==> src/rtl/sdram_wr_sched_pkg.sv <==
// Shared types for the SDRAM write-side burst scheduler: FSM states and the
// burst-length field width helper.
package sdram_wr_sched_pkg;

    typedef enum logic [1:0] {
        IDLE  = 2'd0,
        REQ   = 2'd1,
        WRITE = 2'd2,
        DONE  = 2'd3
    } state_t;

    function automatic int calc_len_w(input int burst_len);
        return $clog2(burst_len + 1);
    endfunction

endpackage

==> src/rtl/sdram_wr_addr_gen.sv <==
// Next burst start address inside a wrapping region; a burst is never allowed
// to start where a full-length burst would run past the region end.
module sdram_wr_addr_gen #(
    parameter int ADDR_W    = 24,
    parameter int LEN_W     = 4,
    parameter int BURST_LEN = 8,
    parameter int ADDR_MIN  = 0,
    parameter int ADDR_MAX  = 2**24-1
) (
    input  logic [ADDR_W-1:0] addr,
    input  logic [LEN_W-1:0]  len,
    output logic [ADDR_W-1:0] next_addr
);

    localparam logic [ADDR_W+1:0] MAX_EXT = (ADDR_W+2)'(ADDR_MAX);
    localparam logic [ADDR_W-1:0] MIN_A   = ADDR_W'(ADDR_MIN);

    logic [ADDR_W:0]   sum;
    logic [ADDR_W+1:0] last_word;

    always_comb begin
        sum       = {1'b0, addr} + (ADDR_W+1)'(len);
        last_word = {1'b0, sum} + (ADDR_W+2)'(BURST_LEN - 1);
        next_addr = (last_word > MAX_EXT) ? MIN_A : sum[ADDR_W-1:0];
    end

endmodule

==> src/rtl/sdram_wr_burst_sched.sv <==
// Write-side burst scheduler: pulls buffered words out of the write FIFO and
// streams them into the SDRAM controller one burst at a time.
module sdram_wr_burst_sched
    import sdram_wr_sched_pkg::*;
#(
    parameter int DATA_W    = 16,
    parameter int CNT_W     = 128,
    parameter int ADDR_W    = 24,
    parameter int BURST_LEN = 8,
    parameter int ADDR_MIN  = 0,
    parameter int ADDR_MAX  = 2**24-1
) (
    input  logic                                 sys_clk,
    input  logic                                 sys_rst_n,
    input  logic                                 enable,
    input  logic                                 flush,
    input  logic                                 fifo_empty,
    input  logic [CNT_W-1:0]                     fifo_data_num,
    output logic                                 rd_en,
    input  logic [DATA_W-1:0]                    rd_data,
    output logic                                 sdram_wr_req,
    input  logic                                 sdram_wr_ack,
    output logic [ADDR_W-1:0]                    sdram_wr_addr,
    output logic [calc_len_w(BURST_LEN)-1:0]     sdram_wr_len,
    input  logic                                 sdram_wr_data_req,
    output logic [DATA_W-1:0]                    sdram_wr_data,
    output logic                                 busy,
    output logic                                 burst_done,
    output logic                                 underrun_err
);

    localparam int LEN_W = calc_len_w(BURST_LEN);

    state_t             state, state_nxt;
    logic [LEN_W-1:0]   beat_cnt;
    logic [ADDR_W-1:0]  next_addr;
    logic               vld_p1;
    logic               start_full, start_flush;
    logic               beat_take, last_beat;

    sdram_wr_addr_gen #(
        .ADDR_W   (ADDR_W),
        .LEN_W    (LEN_W),
        .BURST_LEN(BURST_LEN),
        .ADDR_MIN (ADDR_MIN),
        .ADDR_MAX (ADDR_MAX)
    ) u_addr_gen (
        .addr     (sdram_wr_addr),
        .len      (sdram_wr_len),
        .next_addr(next_addr)
    );

    always_comb begin
        start_full  = enable && (fifo_data_num >= CNT_W'(BURST_LEN));
        start_flush = enable && flush && !fifo_empty;
        beat_take   = (state == WRITE) && sdram_wr_data_req && (beat_cnt < sdram_wr_len);
        last_beat   = beat_take && (beat_cnt == sdram_wr_len - LEN_W'(1));
        // An empty FIFO still consumes a beat so the controller's burst closes.
        rd_en       = beat_take && !fifo_empty;
    end

    always_comb begin
        state_nxt = state;
        unique case (state)
            IDLE:    if (start_full || start_flush) state_nxt = REQ;
            REQ:     if (sdram_wr_ack) state_nxt = WRITE;
            WRITE:   if (last_beat) state_nxt = DONE;
            DONE:    state_nxt = IDLE;
            default: state_nxt = IDLE;
        endcase
    end

    always_ff @(posedge sys_clk) begin
        if (!sys_rst_n) begin
            state         <= IDLE;
            sdram_wr_len  <= '0;
            beat_cnt      <= '0;
            sdram_wr_addr <= ADDR_W'(ADDR_MIN);
            vld_p1        <= 1'b0;
            underrun_err  <= 1'b0;
        end else begin
            state <= state_nxt;
            if (state == IDLE) begin
                if (start_full)
                    sdram_wr_len <= LEN_W'(BURST_LEN);
                else if (start_flush)
                    sdram_wr_len <= fifo_data_num[LEN_W-1:0];
            end
            if (state == REQ && sdram_wr_ack)
                beat_cnt <= '0;
            else if (beat_take)
                beat_cnt <= beat_cnt + LEN_W'(1);
            if (last_beat)
                sdram_wr_addr <= next_addr;
            // ---- stage p1: FIFO output for the beat popped last cycle ----
            vld_p1 <= rd_en;
            if (beat_take && fifo_empty)
                underrun_err <= 1'b1;
        end
    end

    assign sdram_wr_req  = (state == REQ);
    assign busy          = (state != IDLE);
    assign burst_done    = (state == DONE);
    assign sdram_wr_data = vld_p1 ? rd_data : '0;

endmodule

==> config.mk <==
export PLATFORM = sky130hd
export DESIGN_NAME = sdram_wr_burst_sched
export DESIGN_NICKNAME = d
export VERILOG_FILES = /design/src/rtl/sdram_wr_sched_pkg.sv /design/src/rtl/sdram_wr_addr_gen.sv /design/src/rtl/sdram_wr_burst_sched.sv
export SDC_FILE = /design/constraint.sdc
export NUM_CORES = 1
export LEC_CHECK = 0
export ABC_AREA = 1
export CORE_ASPECT_RATIO = 2
export CORE_MARGIN = 4
export CORE_UTILIZATION = 35
export DETAILED_ROUTE_END_ITERATION = 16
export PLACE_DENSITY_LB_ADDON = 0.08
export SETUP_SLACK_MARGIN = 0.1
export SLEW_MARGIN = 20
export SYNTH_ARGS = -nofsm -noshare
export SYNTH_HDL_FRONTEND = slang
export SYNTH_SLANG_ARGS = --single-unit
==> constraint.sdc <==
create_clock -name sys_clk -period 2.3 [get_ports sys_clk]
set_clock_uncertainty 0.1 [all_clocks]
set_input_delay 0.46 -clock sys_clk [delete_from_list [all_inputs] [get_ports sys_clk]]
set_output_delay 0.46 -clock sys_clk [all_outputs]
set_load 0.01 [all_outputs]
; Word-level counts from Yosys, hierarchy flattened
; Cells that the tools add are included.
[totals]
regBits = 36
wordCells = 46
input_bits = 151
out_inout_bits = 49
[classes]
reduce_logical = 17
n_addsub = 4
magnitude_cmp = 3
muxes = 8
n_eq_ne = 7
bitwise = 1
[op_table]
columns = operator, n
row1 = 128-bit by 4-bit >= comparator with 1-bit output (second input constant), 1
row2 = 25-bit by 3-bit adder with 26-bit output (second input constant), 1
row3 = 26-bit by 24-bit > comparator with 1-bit output (second input constant), 1
row4 = 24-bit by 4-bit adder with 25-bit output, 1
row5 = 24-bit 2-to-1 mux, 1
row6 = 16-bit 2-to-1 mux, 1
row7 = 1-bit logical AND, 9
row8 = 4-bit 2-to-1 mux, 2
row9 = 2-bit case mux with 4 select lines, 1
row10 = 2-bit 2-to-1 mux, 3
row11 = 4-bit by 1-bit adder with 4-bit output (second input constant), 1
row12 = 2-bit == test (second input constant), 2
row13 = 4-bit == test, 1
row14 = 4-bit < comparator, 1
row15 = 2-bit inequality test (second input constant), 2
row16 = 2-bit nonzero test, 2
row17 = 4-bit by 1-bit subtractor with 4-bit output (second input constant), 1
row18 = 3-bit AND reduction, 1
row19 = 2-bit by 1-bit == test with 1-bit output (second input constant), 1
row20 = 2-bit zero test, 1
row21 = 2-bit by 1-bit inequality test with 1-bit output (second input constant), 1
row22 = 2-bit AND reduction, 1
row23 = 2-bit OR reduction, 1
row24 = 1-bit zero test, 1
row25 = 2 further kinds, 2

; Logic depth before layout (Yosys ltp)
[logic_depth]
depth_word = 6
mapped_depth = 17
mapped_depth_nobuf = 16

; By module
; A second synthesis with hierarchy kept.
[hier_totals]
hier_cells = 625
area_unflattened_um2 = 3350.7
[by_module_without_submodules]
columns = mod, n_inst, cells_each, seq_area_each_um2, area_per_inst_um2
row1 = sdram_wr_burst_sched, 1, 375, 720.7, 2233.4
row2 = sdram_wr_addr_gen, 1, 250, 0.0, 1117.3

; Worst setup path after synthesis
; Ideal clock, no wire load.
[synth_path]
path_type = register to register
from = register sdram_wr_len[1]
to = register sdram_wr_addr[10]
required_ns = 2.062
setup_ns = 0.138
slack_ns = -0.095
t_arrival_ns = 2.158
period_less_slack_ns = 2.395
path_buffers = 1
stages_incl_launch_ff = 12
cell_sequence = dfxtp_1 -> inv_1 -> ha_1 -> inv_1 -> nor2_1 -> o211ai_1 -> nand2_1 -> nor2_4 -> nand3_1 -> inv_2 -> buf_1 -> a21oi_2
[synth_via]
elab_chain_cells = 4
word_cells_on_any_way = 9
classes_between = 3 x add/sub / 2 x order compare / 1 x eq/ne / 1 x mux / 2 x reduce/logical
[synth_rtl]
columns = item, line
row1 = from (decl), sdram_wr_burst_sched.sv:24  ; output logic [calc_len_w(BURST_LEN)-1:0] sdram_wr_len,
row2 = from (signal assigned), sdram_wr_burst_sched.sv:85  ; sdram_wr_len <= LEN_W'(BURST_LEN);
row3 = from (signal assigned), sdram_wr_burst_sched.sv:87  ; sdram_wr_len <= fifo_data_num[LEN_W-1:0];
row4 = 24-bit by 4-bit adder with 25-bit output, sdram_wr_addr_gen.sv:22  ; sum = {1'b0, addr} + (ADDR_W+1)'(len);
row5 = 25-bit by 3-bit adder with 26-bit output, sdram_wr_addr_gen.sv:23  ; last_word = {1'b0, sum} + (ADDR_W+2)'(BURST_LEN - 1);
row6 = 26-bit by 24-bit > comparator with 1-bit output, sdram_wr_addr_gen.sv:24  ; next_addr = (last_word > MAX_EXT) ? MIN_A : sum[ADDR_W-1:0];
row7 = 24-bit 2-to-1 mux, sdram_wr_addr_gen.sv:24
row8 = to (signal assigned), sdram_wr_burst_sched.sv:78  ; sdram_wr_addr <= ADDR_W'(ADDR_MIN);
row9 = to (signal assigned), sdram_wr_burst_sched.sv:94  ; sdram_wr_addr <= next_addr;
row10 = to (decl), sdram_wr_burst_sched.sv:23  ; output logic [ADDR_W-1:0] sdram_wr_addr,
; Parallel ways exist; a longest one is shown, timed or not.
; A chain may end at the register's enable or synchronous reset.

; Worst setup path in the final report
[layout_path]
from = register sdram_wr_addr[0]
to = register sdram_wr_addr[7]
[layout_via]
elab_chain_cells = 4
[layout_rtl]
columns = item, line
row1 = 24-bit by 4-bit adder with 25-bit output *, sdram_wr_addr_gen.sv:22
row2 = 25-bit by 3-bit adder with 26-bit output, sdram_wr_addr_gen.sv:23
row3 = 26-bit by 24-bit > comparator with 1-bit output, sdram_wr_addr_gen.sv:24
row4 = 24-bit 2-to-1 mux *, sdram_wr_addr_gen.sv:24
; Every way passes the cells marked *; elsewhere a longest branch is shown, timed or not.

==> flow_metrics.py <==
metrics = {
    "sta": {
        "setup_viol": 24,
        "hold_violations": 0,
        "worst_slew_pin_slew_ns": 0.342,
        "period_needed_ns": 2.38,
        "clock.fmax_mhz": 421,
        "max_slew_margin_pct": 77.2,
        "fin_crit_sh_pct": 103,
        "grt_setup_unrepaired": "true",
        "drv_slew": 0,
        "setup_slack_ns": -0.0777,
    },
    "outcome": {
        "violations": "negative setup slack",
        "status": "finished, violations left",
    },
    "floorplanning": {
        "die_w_um": 78.4,
        "die_h_um": 149,
        "row_count": 51,
        "die-area_um2": 11700,
        "core_um2": 9700,
        "io_pins": 200,
        "initial_core_util_pct": 35.8,
    },
    "power_and_ir_drop": {
        "irDropWorstVdd_mv": 0.298,
        "leakage_nw": 2.72,
        "p_per_area_nw_per_um2": 386,
    },
    "place": {
        "place_hpwl_um": 12200,
        "dpl-instance-area_um2": 6230,
        "port_buffers": 199,
        "globalplace.congestion": 0.934,
        "dpl_worst_slack_ns": -0.167,
    },
    "synth": {
        "async_flop_share_pct": 0,
        "yosysUniqueCellTypes": 31,
        "yosysTopAreaCellShare_pct": 20.8,
        "synth_seq_cells": 36,
        "synth_top_cell_by_area": "dfxtp_1",
        "netlist_instances": 597,
        "syn_area_um2": 3470,
        "synth.most_common_cell": "nand2_1",
        "synth_seq_area_share_pct": 20.8,
        "synth_common_cells": "nand2_1 (154), nor2_1 (121), inv_1 (64)",
        "synth_enable_flop_cells": 0,
        "ys_warn_count": 0,
        "syn-num-nets": 764,
        "avgSynthCellArea_um2": 5.81,
        "synthTopCellsByArea": "dfxtp_1 (21%), nand2_1 (17%), nor2_1 (13%)",
        "synthFlopType": "dfxtp_1",
    },
    "routing": {
        "drc": 0,
        "drt_pass1_iterations": 6,
        "drt_iter0_drc": 212,
        "antenna_left": 0,
        "num_vias": 4902,
        "post_drt_wl_per_cell_um": 14.4,
        "routed_wl_um": 14500,
        "vias_per_cell": 4.85,
    },
    "finish": {
        "areaGrowthSynthToFinish_pct": 92.2,
        "regArea_um2": 727,
        "nFillCells": 851,
        "final_area_um2": 6670,
        "diodes": 0,
        "multiInputGateArea_um2": 2670,
        "nNetsFinal": 1045,
        "drive_gt1_share_pct": 23.0,
    },
    "cts": {
        "hold_buffers": 0,
        "clock-sinks": 36,
        "clk_latency_ns": 0.29,
        "cts_buffers": 5,
        "htree_levels": 2,
        "clock-root-buffer": "clkbuf_16",
        "path_clk_slew_ns": 0.06,
        "cts_buffer_depth": 2,
        "cts_tree": "done",
    },
    "global_route": {
        "overflow": 0,
        "grt_max_degree": 27,
        "antenna_found_initial": 0,
        "grt_first_pass_wirelength_um": 22100,
        "track_usage_pct": 24.1,
        "grt_pass1_vias": 5051,
    },
    "setup_path": {
        "crit_chain": "ha_4, fa_2, buf_4, xnor2_2, nand2_1, nand3_1, nor2_2, buf_4, nand3_1, a21oi_2, nand3_2, buf_6, nand3_2, a21oi_2",
        "worstPathArrival_ns": 2.45,
        "crit_required_ns": 2.37,
        "crit_family": "adder cells",
        "critPathMaxStageDelay_ns": 0.37,
        "critPathLaunchType": "register",
        "crit_type": "register to register",
        "crit_fanout": 7,
        "cp_slowest_cell": "fa_2",
        "cp-end-kind": "register",
        "path_buf_inv": 3,
    },
    "job": {
        "maxCapViolCount": 0,
    },
    "hold_path": {
        "hp-class": "register to register",
    },
}
## cell usage in the layout, fill, tap and decap left out, types with 2 or more instances in the layout
| cell | count |
|---|---|
| dfxtp_2 | 5 |
| nand3b_1 | 2 |
| ha_4 | 5 |
| nor2_1 | 113 |
| clkinv_1 | 3 |
| nand3_2 | 23 |
| buf_4 | 80 |
| nand2_1 | 141 |
| nand2_4 | 4 |
| a21oi_2 | 14 |
| nand2_2 | 21 |
| inv_1 | 64 |
| nand3_4 | 4 |
| o21ai_0 | 15 |
| nand4_1 | 18 |
| clkdlybuf4s50_1 | 198 |
| o211ai_1 | 2 |
| nor3_1 | 8 |
| inv_2 | 6 |
| a21oi_1 | 26 |
| ha_1 | 10 |
| nand3_1 | 38 |
| buf_12 | 3 |
| dfxtp_1 | 31 |
| buf_6 | 4 |
| clkbuf_16 | 5 |
| xnor2_1 | 3 |
| nor2_4 | 10 |
| nor2_2 | 11 |
## power by group
group | leakage, nW | internal (W) | switching [W]
sequential | 0.293 | 0.000671 | 0.0000444
combinational | 2.36 | 0.000671 | 0.000522
clock | 0.0667 | 0.000394 | 0.000271
total | 2.72 | 0.00174 | 0.000837
## area by class of cell
cell class / count / share of cell area (%)
multi-input combinational: 475 / 40.0
sequential: 36 / 10.9
inverter: 74 / 4.20
timing repair buffer: 286 / 40.4
clock inverter: 1 / 0.0751
clock buffer: 6 / 1.93
tap: 132 / 2.48
## state kept, by name, indices dropped and copies added, names as in the netlist
name / count
sdram_wr_addr: 24
beat_cnt: 4
sdram_wr_len: 4
state: 2
underrun_err: 1
vld_p1: 1
## final timing paths
kind,startpoint,end,slack (ns),cells past startpoint
max,sdram_wr_addr[0],sdram_wr_addr[7],-0.08,14
max reg2reg,sdram_wr_addr[0],sdram_wr_addr[7],-0.08,14
min reg2reg,underrun_err,underrun_err,0.37,2
min,underrun_err,underrun_err,0.37,2
## logic make-up after synthesis
logic type	Yosys count	share of synthesized area (%)
AND/OR/NAND/NOR	393	51.8
XOR/XNOR	5	1.26
flip-flops	36	20.8
buffers and inverters	87	10.1
adder cells (fa/ha/maj)	16	5.99
AO/OA/AOI/OAI	60	10.1
## per-stage QoR
stage	hold WS [ns]	TNS, ns	util [%]	instances	total power, W
3_3_place_gp	0.344	-3.25	64.3	997	0.00177
2_1_floorplan	0.369	0	-	597	0.00118
3_5_place_dp	0.361	-4.35	64.3	997	0.00180
5_1_grt	0.375	-3.79	68.7	1010	0.00271
4_1_cts	0.371	-1.68	67.8	1008	0.00250
6_report	0.369	-1.14	68.7	1010	0.00257
## tightest hold or removal path, cell delays in order, from the launching register on
cell     delay (ns)
dfxtp_1        0.31
inv_1          0.05
a21oi_1        0.06
## per-layer routing
metal / global-route usage [%] / wire [um]
met1: 18.8 / 4230
met2: 50.6 / 8500
met3: 4.11 / 835
met4: 15.8 / 938
met5: 0 / 0
## what timing repair did
item / CTS / global route
pin swaps: 26 / 22
gates resized for setup: 47 / 18
endpoints found under the setup margin: 40 / 31
buffers inserted: 3 / 2
gates cloned: 1 / 0
Power figures use the tool's default switching activity.
==> variant (same flow settings) <==
`BURST_LEN` is set to 8 in 2 places; all go to 16.
--- a/src/rtl/sdram_wr_addr_gen.sv
+++ b/src/rtl/sdram_wr_addr_gen.sv
@@ -4,5 +4,5 @@
     parameter int ADDR_W    = 24,
     parameter int LEN_W     = 4,
-    parameter int BURST_LEN = 8,
+    parameter int BURST_LEN = 16,
     parameter int ADDR_MIN  = 0,
     parameter int ADDR_MAX  = 2**24-1
--- a/src/rtl/sdram_wr_burst_sched.sv
+++ b/src/rtl/sdram_wr_burst_sched.sv
@@ -7,5 +7,5 @@
     parameter int CNT_W     = 128,
     parameter int ADDR_W    = 24,
-    parameter int BURST_LEN = 8,
+    parameter int BURST_LEN = 16,
     parameter int ADDR_MIN  = 0,
     parameter int ADDR_MAX  = 2**24-1
Interface: changed (resized sdram_wr_len); port bits go from 200 to 201. The function was not compared with the original's and may differ.
==> variant against the original RTL <==
- non-clock buffer count increased by 30
- total power increased by 2.5%
- setup slack got worse by 82 ps
- highest routed layer unchanged
- synthesized area increased by 2.4%
- the run still ends with negative setup slack left
- final area increased by 8.8%
- routed wire length increased by 14%
- largest power group unchanged
- critical path type unchanged
- critical endpoint is now sdram_wr_addr[16]$_SDFFE_PN0P_
- sequential cell count increased by 2
- count of clock-buffer cells in the layout increased by 1
==> variant: results (changes against the original RTL) <==
| Metric | Value |
|---|---|
| Status | `complete, but fails checks` |
| Failing checks | `negative setup slack` |
| Met1 GRT Util | `0.217 (+0.0284)` |
| XOR/XNOR Fraction of Synth Area | `0.0148 (+0.00217)` |
| Gp weighted congestion | `0.983 (+5.3%)` |
| Synth Area in Adders | `0.0655 (+0.00563)` |
| VDD IR max | `342 uV (+15%)` |
| Global Route Usage Sum | `0.263 (+0.0223)` |
| Slowest CP cell | `dfxtp_4` |
| Max FO, Critical Path | `8 (+1)` |
| Starting DRT DRC Count | `214 (+0.94%)` |
| Post-route DRC | `0 (unchanged)` |
| Antenna violations before repair | `0 (unchanged)` |
| Most frequent cells after synthesis | `nand2_1 (182), nor2_1 (117), inv_1 (63), a21oi_1 (48), nand3_1 (40)` |
| Last element of the critical path | `sdram_wr_addr[16]$_SDFFE_PN0P_` |
| Final setup violating endpoints | `27 (+13%)` |
| Largest stage delay, worst path | `360 ps` |
| Rel. slew slack | `0.767 (-0.00517)` |
| Total number of vias | `5237 (+6.8%)` |
| Pin count of the biggest net entering global routing | `25 (-7.4%)` |
| Final HPWL DP | `12900 um (+5.4%)` |
| 1st-pass router iterations | `4 (-2)` |
| Largest cells by area after synthesis | `dfxtp_1 (21%), nand2_1 (19%), nor2_1 (12%), a21oi_1 (6.8%), inv_1 (6.7%)` |
| IO Port Bufs | `200 (+0.50%)` |
| Layout cell share with drive strength beyond 1 | `0.266 (+0.0362)` |
| First-pass GRT wire length | `24400 um (+11%)` |
| Worst r2r src | `sdram_wr_len[0]$_SDFFE_PN0P_` |
| Net Sw Power | `0.786 mW (-6.1%)` |
| Post-CTS Resized | `40 (-15%)` |
| Clock-pin slew on the worst setup and hold paths | `60 ps (about the same)` |
| WP data arrival | `2530 ps (+80 ps)` |
| Setup ws final | `-160 ps (-82.3 ps)` |
| Sequential fraction of the synthesis area | `0.214 (+0.00637)` |
| Pre-CTS setup slack | `-259 ps (-91.9 ps)` |
| Top Registers | `sdram_wr_addr: 24 flops, beat_cnt: 5 flops, sdram_wr_len: 5 flops` |
| Worst Hold Margin | `372 ps (+3.05 ps)` |
| Filler Cell Count | `835 (-1.9%)` |
| Synth Area in Compound Gates | `0.0796 (-0.0210)` |
| Nets | `1088 (+4.1%)` |
| Met2 Usage GRT | `0.549 (+0.0430)` |
| Final WL | `16500 um (+14%)` |
| Ant diodes | `0 (unchanged)` |
| Seq pwr | `0.733 mW (+2%)` |
| Syn nets | `781 (+2.2%)` |
| Sequential power share | `0.278 (about the same)` |
| Vias in the first global route | `5336 (+5.6%)` |
| Post-CTS Setup Bufs | `10 (+7)` |
| Worst path top cell family by delay | `simple AND/OR/NAND/NOR gates` |
| Clk. pwr | `0.836 mW (+26%)` |
| Cell depth of the worst flop-to-flop path | `16 (+2)` |
| Leak | `2.97 nW (+9.3%)` |
| M3 GR Usage | `0.0503 (+0.00919)` |
-- variant: final cells by class --
cell class,instances,share of cell area
Timing Repair Buffer,316,0.417
Sequential cell,38,0.108
Inverter,65,0.0343
Clock buffer,7,0.0197
Tap cell,132,0.0228
Multi-Input combinational cell,493,0.394
Clock inverter,1,0.00414
-- variant: worst reg2reg max path, cell delays in order, from the launching register on --
cell	delay [ps]
dfxtp_4	360
ha_4	160
fa_2	340
nand2_2	90
nand2_4	90
buf_6	130
nand4_1	100
nand2_1	80
nand2_1	70
nand2_2	70
nor2_2	130
nand2_2	90
nor2_4	120
nand3_4	120
clkbuf_16	200
nand3_2	60
a21oi_1	50
-- variant: worst min path at each step --
stage / start / endpoint / cells past startpoint
6_report: underrun_err$_SDFFE_PN0P_ / underrun_err$_SDFFE_PN0P_ / 2
5_1_grt: underrun_err$_SDFFE_PN0P_ / underrun_err$_SDFFE_PN0P_ / 2
4_1_cts: underrun_err$_SDFFE_PN0P_ / underrun_err$_SDFFE_PN0P_ / 2
3_5_place_dp: underrun_err$_SDFFE_PN0P_ / underrun_err$_SDFFE_PN0P_ / 2
3_3_place_gp: underrun_err$_SDFFE_PN0P_ / underrun_err$_SDFFE_PN0P_ / 2
2_1_floorplan: beat_cnt[0]$_SDFFE_PP0P_ / beat_cnt[0]$_SDFFE_PP0P_ / 2
-- variant: through the flow --
step	instances	util	cell area, um2	setup TNS [ps]
after floorplan	612	-	3590	0
final	1052	0.738	7260	-3590
after global routing	1052	0.738	7260	-6940
after global placement	1020	0.650	6390	-5460
after CTS	1041	0.700	6880	-2370
after detailed placement	1020	0.650	6390	-6440
-- variant: routing by layer --
metal | part of all wire | vias up
li1 | - | 2583
met1 | 0.30 | 2409
met2 | 0.59 | 183
met3 | 0.048 | 62
met4 | 0.058 | 0
met5 | 0 | -
